--- src/rtl/params_pkg.sv ---
// Shared multiply/divide operation encoding and operand-sign helpers.
package params_pkg;

  typedef enum logic [2:0] {
    OpMul    = 3'd0,
    OpMulh   = 3'd1,
    OpMulhsu = 3'd2,
    OpMulhu  = 3'd3,
    OpDiv    = 3'd4,
    OpDivu   = 3'd5,
    OpRem    = 3'd6,
    OpRemu   = 3'd7
  } muldiv_op_t;

  // Returns {rs1 is signed, rs2 is signed}.
  function automatic logic [1:0] op_signed(input muldiv_op_t op);
    case (op)
      OpMul, OpMulh, OpDiv, OpRem: return 2'b11;
      OpMulhsu:                    return 2'b10;
      default:                     return 2'b00;
    endcase
  endfunction

  function automatic logic op_is_div(input muldiv_op_t op);
    return op inside {OpDiv, OpDivu, OpRem, OpRemu};
  endfunction

endpackage

--- src/rtl/muldiv_step.sv ---
// One iteration of shift-add multiply or restoring divide on unsigned magnitudes.
module muldiv_step (
  input  logic        is_div_i,
  input  logic [31:0] hi_i,
  input  logic [31:0] lo_i,
  input  logic [31:0] operand_i,
  output logic [31:0] hi_o,
  output logic [31:0] lo_o
);

  logic [32:0] sum;
  logic [32:0] shifted;
  logic [31:0] rem_sub;
  logic        fits;

  always_comb begin
    sum     = {1'b0, hi_i} + (lo_i[0] ? {1'b0, operand_i} : 33'd0);
    shifted = {hi_i, lo_i[31]};
    fits    = shifted >= {1'b0, operand_i};
    // The true difference is below the divisor, so the low 32 bits are exact.
    rem_sub = shifted[31:0] - operand_i;
    if (is_div_i) begin
      hi_o = fits ? rem_sub : shifted[31:0];
      lo_o = {lo_i[30:0], fits};
    end else begin
      hi_o = sum[32:1];
      lo_o = {sum[0], lo_i[31:1]};
    end
  end

endmodule

--- src/rtl/muldiv_seq.sv ---
// Sequential RV32M multiply/divide unit. Optional MULDIV_FAST_MUL_EN selects a
// single-cycle multiplier; otherwise every multiply runs the 32-step iterative path.
module muldiv_seq
  import params_pkg::*;
(
  input  logic        clk_i,
  input  logic        rst_ni,
  input  logic        start_i,
  input  logic [2:0]  op_i,
  input  logic [31:0] a_i,
  input  logic [31:0] b_i,
  input  logic        kill_i,
  output logic        stall_o,
  output logic        done_o,
  output logic [31:0] result_o
);

  localparam logic [1:0] StIdle  = 2'd0;
  localparam logic [1:0] StCalc  = 2'd1;
  localparam logic [1:0] StFixup = 2'd2;
  localparam logic [1:0] StDone  = 2'd3;

  logic [1:0]  state_q, state_d;
  logic [4:0]  cnt_q, cnt_d;
  muldiv_op_t  op_q, op_d;
  logic        neg_q, neg_d;
  logic        neg_a_q, neg_a_d;
  logic [31:0] opnd_q, opnd_d;
  logic [31:0] hi_q, hi_d;
  logic [31:0] lo_q, lo_d;
  logic [31:0] result_q, result_d;

  muldiv_op_t  op_in;
  logic [1:0]  sgn;
  logic        a_neg, b_neg, in_div, div_zero, div_ovf, accept;
  logic [31:0] mag_a, mag_b;
  logic [31:0] step_hi, step_lo;
  logic [63:0] prod_fix;
  logic [31:0] fix_result;

  assign op_in    = muldiv_op_t'(op_i);
  assign sgn      = op_signed(op_in);
  assign a_neg    = sgn[1] & a_i[31];
  assign b_neg    = sgn[0] & b_i[31];
  assign mag_a    = a_neg ? -a_i : a_i;
  assign mag_b    = b_neg ? -b_i : b_i;
  assign in_div   = op_is_div(op_in);
  assign div_zero = in_div && (b_i == 32'd0);
  assign div_ovf  = (op_in inside {OpDiv, OpRem}) && (a_i == 32'h8000_0000) && (b_i == '1);
  assign accept   = (state_q == StIdle) && start_i && !kill_i;

`ifdef MULDIV_FAST_MUL_EN
  logic signed [65:0] fast_prod;
  assign fast_prod = $signed({a_neg, a_i}) * $signed({b_neg, b_i});
`endif

  muldiv_step u_step (
    .is_div_i  (op_is_div(op_q)),
    .hi_i      (hi_q),
    .lo_i      (lo_q),
    .operand_i (opnd_q),
    .hi_o      (step_hi),
    .lo_o      (step_lo)
  );

  // Multiply leaves the product in {hi, lo}; divide leaves remainder in hi, quotient in lo.
  always_comb begin
    prod_fix   = neg_q ? -{hi_q, lo_q} : {hi_q, lo_q};
    fix_result = prod_fix[63:32];
    unique case (op_q)
      OpMul:                     fix_result = prod_fix[31:0];
      OpMulh, OpMulhsu, OpMulhu: fix_result = prod_fix[63:32];
      OpDiv, OpDivu:             fix_result = neg_q ? -lo_q : lo_q;
      OpRem, OpRemu:             fix_result = neg_a_q ? -hi_q : hi_q;
    endcase
  end

  always_comb begin
    state_d  = state_q;
    cnt_d    = cnt_q;
    op_d     = op_q;
    neg_d    = neg_q;
    neg_a_d  = neg_a_q;
    opnd_d   = opnd_q;
    hi_d     = hi_q;
    lo_d     = lo_q;
    result_d = result_q;
    case (state_q)
      StIdle: begin
        if (accept) begin
          op_d    = op_in;
          neg_d   = a_neg ^ b_neg;
          neg_a_d = a_neg;
          hi_d    = 32'd0;
          lo_d    = in_div ? mag_a : mag_b;
          opnd_d  = in_div ? mag_b : mag_a;
          if (div_zero) begin
            result_d = (op_in inside {OpRem, OpRemu}) ? a_i : 32'hFFFF_FFFF;
            state_d  = StDone;
          end else if (div_ovf) begin
            result_d = (op_in == OpRem) ? 32'd0 : 32'h8000_0000;
            state_d  = StDone;
`ifdef MULDIV_FAST_MUL_EN
          end else if (!in_div) begin
            result_d = (op_in == OpMul) ? fast_prod[31:0] : fast_prod[63:32];
            state_d  = StDone;
`endif
          end else begin
            state_d = StCalc;
          end
        end
      end
      StCalc: begin
        if (kill_i) begin
          state_d = StIdle;
          cnt_d   = 5'd0;
        end else begin
          hi_d  = step_hi;
          lo_d  = step_lo;
          cnt_d = cnt_q + 5'd1;
          if (cnt_q == 5'd31) state_d = StFixup;
        end
      end
      StFixup: begin
        if (kill_i) begin
          state_d = StIdle;
        end else begin
          result_d = fix_result;
          state_d  = StDone;
        end
      end
      default: state_d = StIdle;
    endcase
  end

  always_ff @(posedge clk_i) begin
    if (!rst_ni) begin
      state_q  <= StIdle;
      cnt_q    <= 5'd0;
      op_q     <= OpMul;
      neg_q    <= 1'b0;
      neg_a_q  <= 1'b0;
      opnd_q   <= 32'd0;
      hi_q     <= 32'd0;
      lo_q     <= 32'd0;
      result_q <= 32'd0;
    end else begin
      state_q  <= state_d;
      cnt_q    <= cnt_d;
      op_q     <= op_d;
      neg_q    <= neg_d;
      neg_a_q  <= neg_a_d;
      opnd_q   <= opnd_d;
      hi_q     <= hi_d;
      lo_q     <= lo_d;
      result_q <= result_d;
    end
  end

  assign stall_o  = accept || (state_q == StCalc) || (state_q == StFixup);
  assign done_o   = (state_q == StDone) && !kill_i;
  assign result_o = result_q;

endmodule
--- config.mk ---
export PLATFORM = sky130hd
export DESIGN_NAME = muldiv_seq
export DESIGN_NICKNAME = d
export VERILOG_FILES = /design/src/rtl/params_pkg.sv /design/src/rtl/muldiv_step.sv /design/src/rtl/muldiv_seq.sv
export SDC_FILE = /design/constraint.sdc
export NUM_CORES = 1
export LEC_CHECK = 0
export BUFFER_PORTS_ARGS = -buffer_cell sky130_fd_sc_hd__buf_2
export CAP_MARGIN = 20
export CORE_MARGIN = 4
export CORE_UTILIZATION = 45
export DETAILED_ROUTE_END_ITERATION = 8
export SLEW_MARGIN = 20
export SYNTH_ARGS = -nofsm -noshare
export SYNTH_HDL_FRONTEND = slang
export SYNTH_SLANG_ARGS = --single-unit
--- constraint.sdc ---
create_clock -name clk_i -period 7.24 [get_ports clk_i]
set_clock_uncertainty 0.2 [all_clocks]
set_input_delay 1.448 -clock clk_i [delete_from_list [all_inputs] [get_ports clk_i]]
set_output_delay 1.448 -clock clk_i [all_outputs]
set_load 0.01 [all_outputs]
==> run metrics <==
Post-Syn Nets 2187; cell row count 65; maximum clock frequency between 0.15 and 0.2 GHz; Non-Filler Instances between 2000 and 2500; layout filler cell count about 3300; Yosys Warn Count 0; kind of critical path in2reg; post-CTS resize count 0; Post-Synthesis Cells roughly 2000; Crit-path slowest cell nor2_2; vias in the first global route roughly 14000; die area roughly 35000 sq um; chip width between 150 and 200 um; global-route wire length before repair approximately 88000 um; DRC viols 0; CP Launch Type input port; EDFF count, synth 0; Tmin final a little over 5 ns; Top Usage Layer GRT met2; final slew viol count 0; Min Hold Slack between 0.2 and 0.3 ns; Arrival @ worst endpoint ~5.3 ns; post-route cell area roughly 16000 sq um; initial drt markers 1923; initial antenna violation count 5; largest net degree at the start of global routing 70; Mapped Area 14400 sq um; met1 GRT Util between 40% and 50%; data required time of the worst path around 7.4 ns; core box area about 32000 sq um; layout cells sized above 1 9.13%; Top FF cell, synth dfxtp_1; Avg Synthesized Cell Area ~7.0 sq um; DRT Pass-1 Iters 6; Pwr Density between 150 and 200 nW/um^2; Final TNS setup 0 ns; CTS Sinks 140; Largest delay share family, worst path simple AND/OR/NAND/NOR gates; dpl cell area between 10000 and 15000 sq um; WL final between 50000 and 60000 um; outcome finished clean; flops & latches, synth 140; maximum vdd drop between 0.15 and 0.2 mV; maxcap violations 0; IO Count between 100 and 150; post-DR wirelength/cell 23.8 um; GRT met2 Usage 50.2%; Die Ht 187 um; hpwl dp approximately 45000 um; commonest cells after routing, fill and taps aside nand2_1, o21ai_0, nor2_1; Total GRT Usage 32.0%; htree depth 4; Fin. Hold Viols 0; clk buf depth 2; CTS tree yes; number of setup buffers added after CTS 0; Worst-Skew Late Latency around 0.44 ns; gr ovfl total 0; met3 GRT Util ~7%; Period Utilization, post-route 70.3%; worst slew pin tran around 1.1 ns; CTS root buffer clkbuf_16; commonest non-fill, non-tap cell in the layout nand2_1; vias ~16000; final RePlAce weighted congestion between 0.9 and 1; total power around 2.5 mW; max incr delay on CP about 0.81 ns; Hold WC Path Type reg2reg; RSZ-0062 raised after global routing no; Post-synth ARST share 0%; Final nets 2180; IO buf count around 100; Leak between 6 and 7 nW; Syn-to-layout area delta 8.44%; CTS buffer count 17; Setup Viol. Count Final 0; post-DR vias/cell ~6.5; placed cells 2419; hold buffers post-CTS 0; Crit. End Element flop; post-synthesis sequential area ratio 19.5%; CTS clk-pin slew, worst paths around 0.060 ns; CP cell instances buf_2, or4_1, or3_4, or4b_4, or4_1, nor2_2, o21ai_0, o21ai_0, a21oi_1, nand2_1, o211a_1; slew margin rel. between 20% and 30%; Crit path buffers/inverters 1; post-route antenna net violation count 0; Synth cell types 79; CP Max Fanout 28; Initial Util 45.5%
-- flip-flops by register name, indices dropped and copies added, names as in the netlist --
| signal | count |
|---|---|
| hi_q | 32 |
| state_q | 2 |
| lo_q | 32 |
| op_q | 3 |
| neg_a_q | 1 |
| neg_q | 1 |
| cnt_q | 5 |
| result_o | 32 |
| opnd_q | 32 |
-- Yosys cell counts (13+ instances only) --
master | number | area share, %
nand2_1 | 211 | 5.5
clkbuf_1 | 130 | 3.4
a21boi_0 | 23 | 1.2
o21a_1 | 19 | 0.99
o31ai_1 | 30 | 1.6
inv_1 | 64 | 1.7
xor2_1 | 99 | 6.0
nor4_1 | 18 | 0.78
nor3_1 | 32 | 1.1
a21o_1 | 30 | 1.6
nor2b_1 | 13 | 0.57
o22ai_1 | 20 | 0.87
ha_1 | 71 | 6.2
dfxtp_1 | 140 | 20
nand2b_1 | 22 | 0.96
mux2i_1 | 57 | 4.0
and2_1 | 16 | 0.70
nand3_1 | 43 | 1.5
a22oi_1 | 19 | 0.99
nand4_1 | 19 | 0.83
o211ai_1 | 33 | 1.7
or4_1 | 16 | 0.84
a31oi_1 | 40 | 1.7
a21oi_1 | 159 | 5.5
o21ai_0 | 206 | 7.2
a211oi_1 | 21 | 1.1
nor2_1 | 203 | 5.3
and3_1 | 14 | 0.61
o211a_1 | 19 | 1.3
xnor2_1 | 81 | 4.9
or3_1 | 19 | 0.83
-- stage by stage --
stage                     setup WS, ns  util [%]
after floorplan                   2.60         -
after global placement            1.79      47.5
after detailed placement          1.78      47.5
after CTS                         2.23      49.3
after global routing              1.90      49.3
final                             2.15      49.3
-- metal layers --
layer / up-vias / part of all wire, %
met5: - / 0
met4: 0 / 3.4
met1: 7501 / 42
met3: 123 / 11
met2: 901 / 44
li1: 7394 / -
-- cell type report --
cell class | count | area, sq um | share of cell area [%]
Tap cell | 402 | 503 | 3.23
Antenna cell | 2 | 5.00 | 0.0321
Timing Repair Buffer | 123 | 663 | 4.26
Inverter | 65 | 244 | 1.57
Clock buffer | 21 | 460 | 2.96
Clock inverter | 10 | 118 | 0.755
Sequential cell | 140 | 2810 | 18.0
Multi-Input combinational cell | 1689 | 10800 | 69.2
-- worst paths after layout --
path | start | end | slack [ns] | depth (start not counted)
worst min register to register | opnd_q[27] | opnd_q[27] | 0.26 | 2
worst min-delay path | opnd_q[27] | opnd_q[27] | 0.26 | 2
worst max-delay path | b_i[12] | result_o[6] | 2.15 | 11
worst max register to register | hi_q[2] | hi_q[20] | 2.65 | 12
-- power breakdown --
group | internal, mW | total, mW | switching (mW) | leakage, nW
Clock | 0.524 | 0.896 | 0.372 | 0.283
Sequential | 0.800 | 0.850 | 0.0499 | 1.14
Combinational | 0.254 | 0.736 | 0.482 | 5.02
Total | 1.58 | 2.48 | 0.904 | 6.45
-- cell families (layout without fill, tap and decap cells) --
logic type      after synthesis  count (layout)  share of synthesized area, %
xor+xnor                    180             180                          11.0
mux                          60              60                          4.21
simple gates                663             663                          21.6
other cells                   0               2                             0
flops                       140             140                          19.5
fa+ha+maj                    73              73                          6.47
buf+inv                     214             219                          5.69
compound gates              713             713                          31.5
-- worst min-delay path, delay by kind of cell (launching register included) --
kind,cells,cell delay (ns)
DFF,1,0.31
and+or+nand+nor,1,0.05
AOI/OAI and AO/OA,1,0.06
Note: power is estimated with default switching activity, not from simulation.
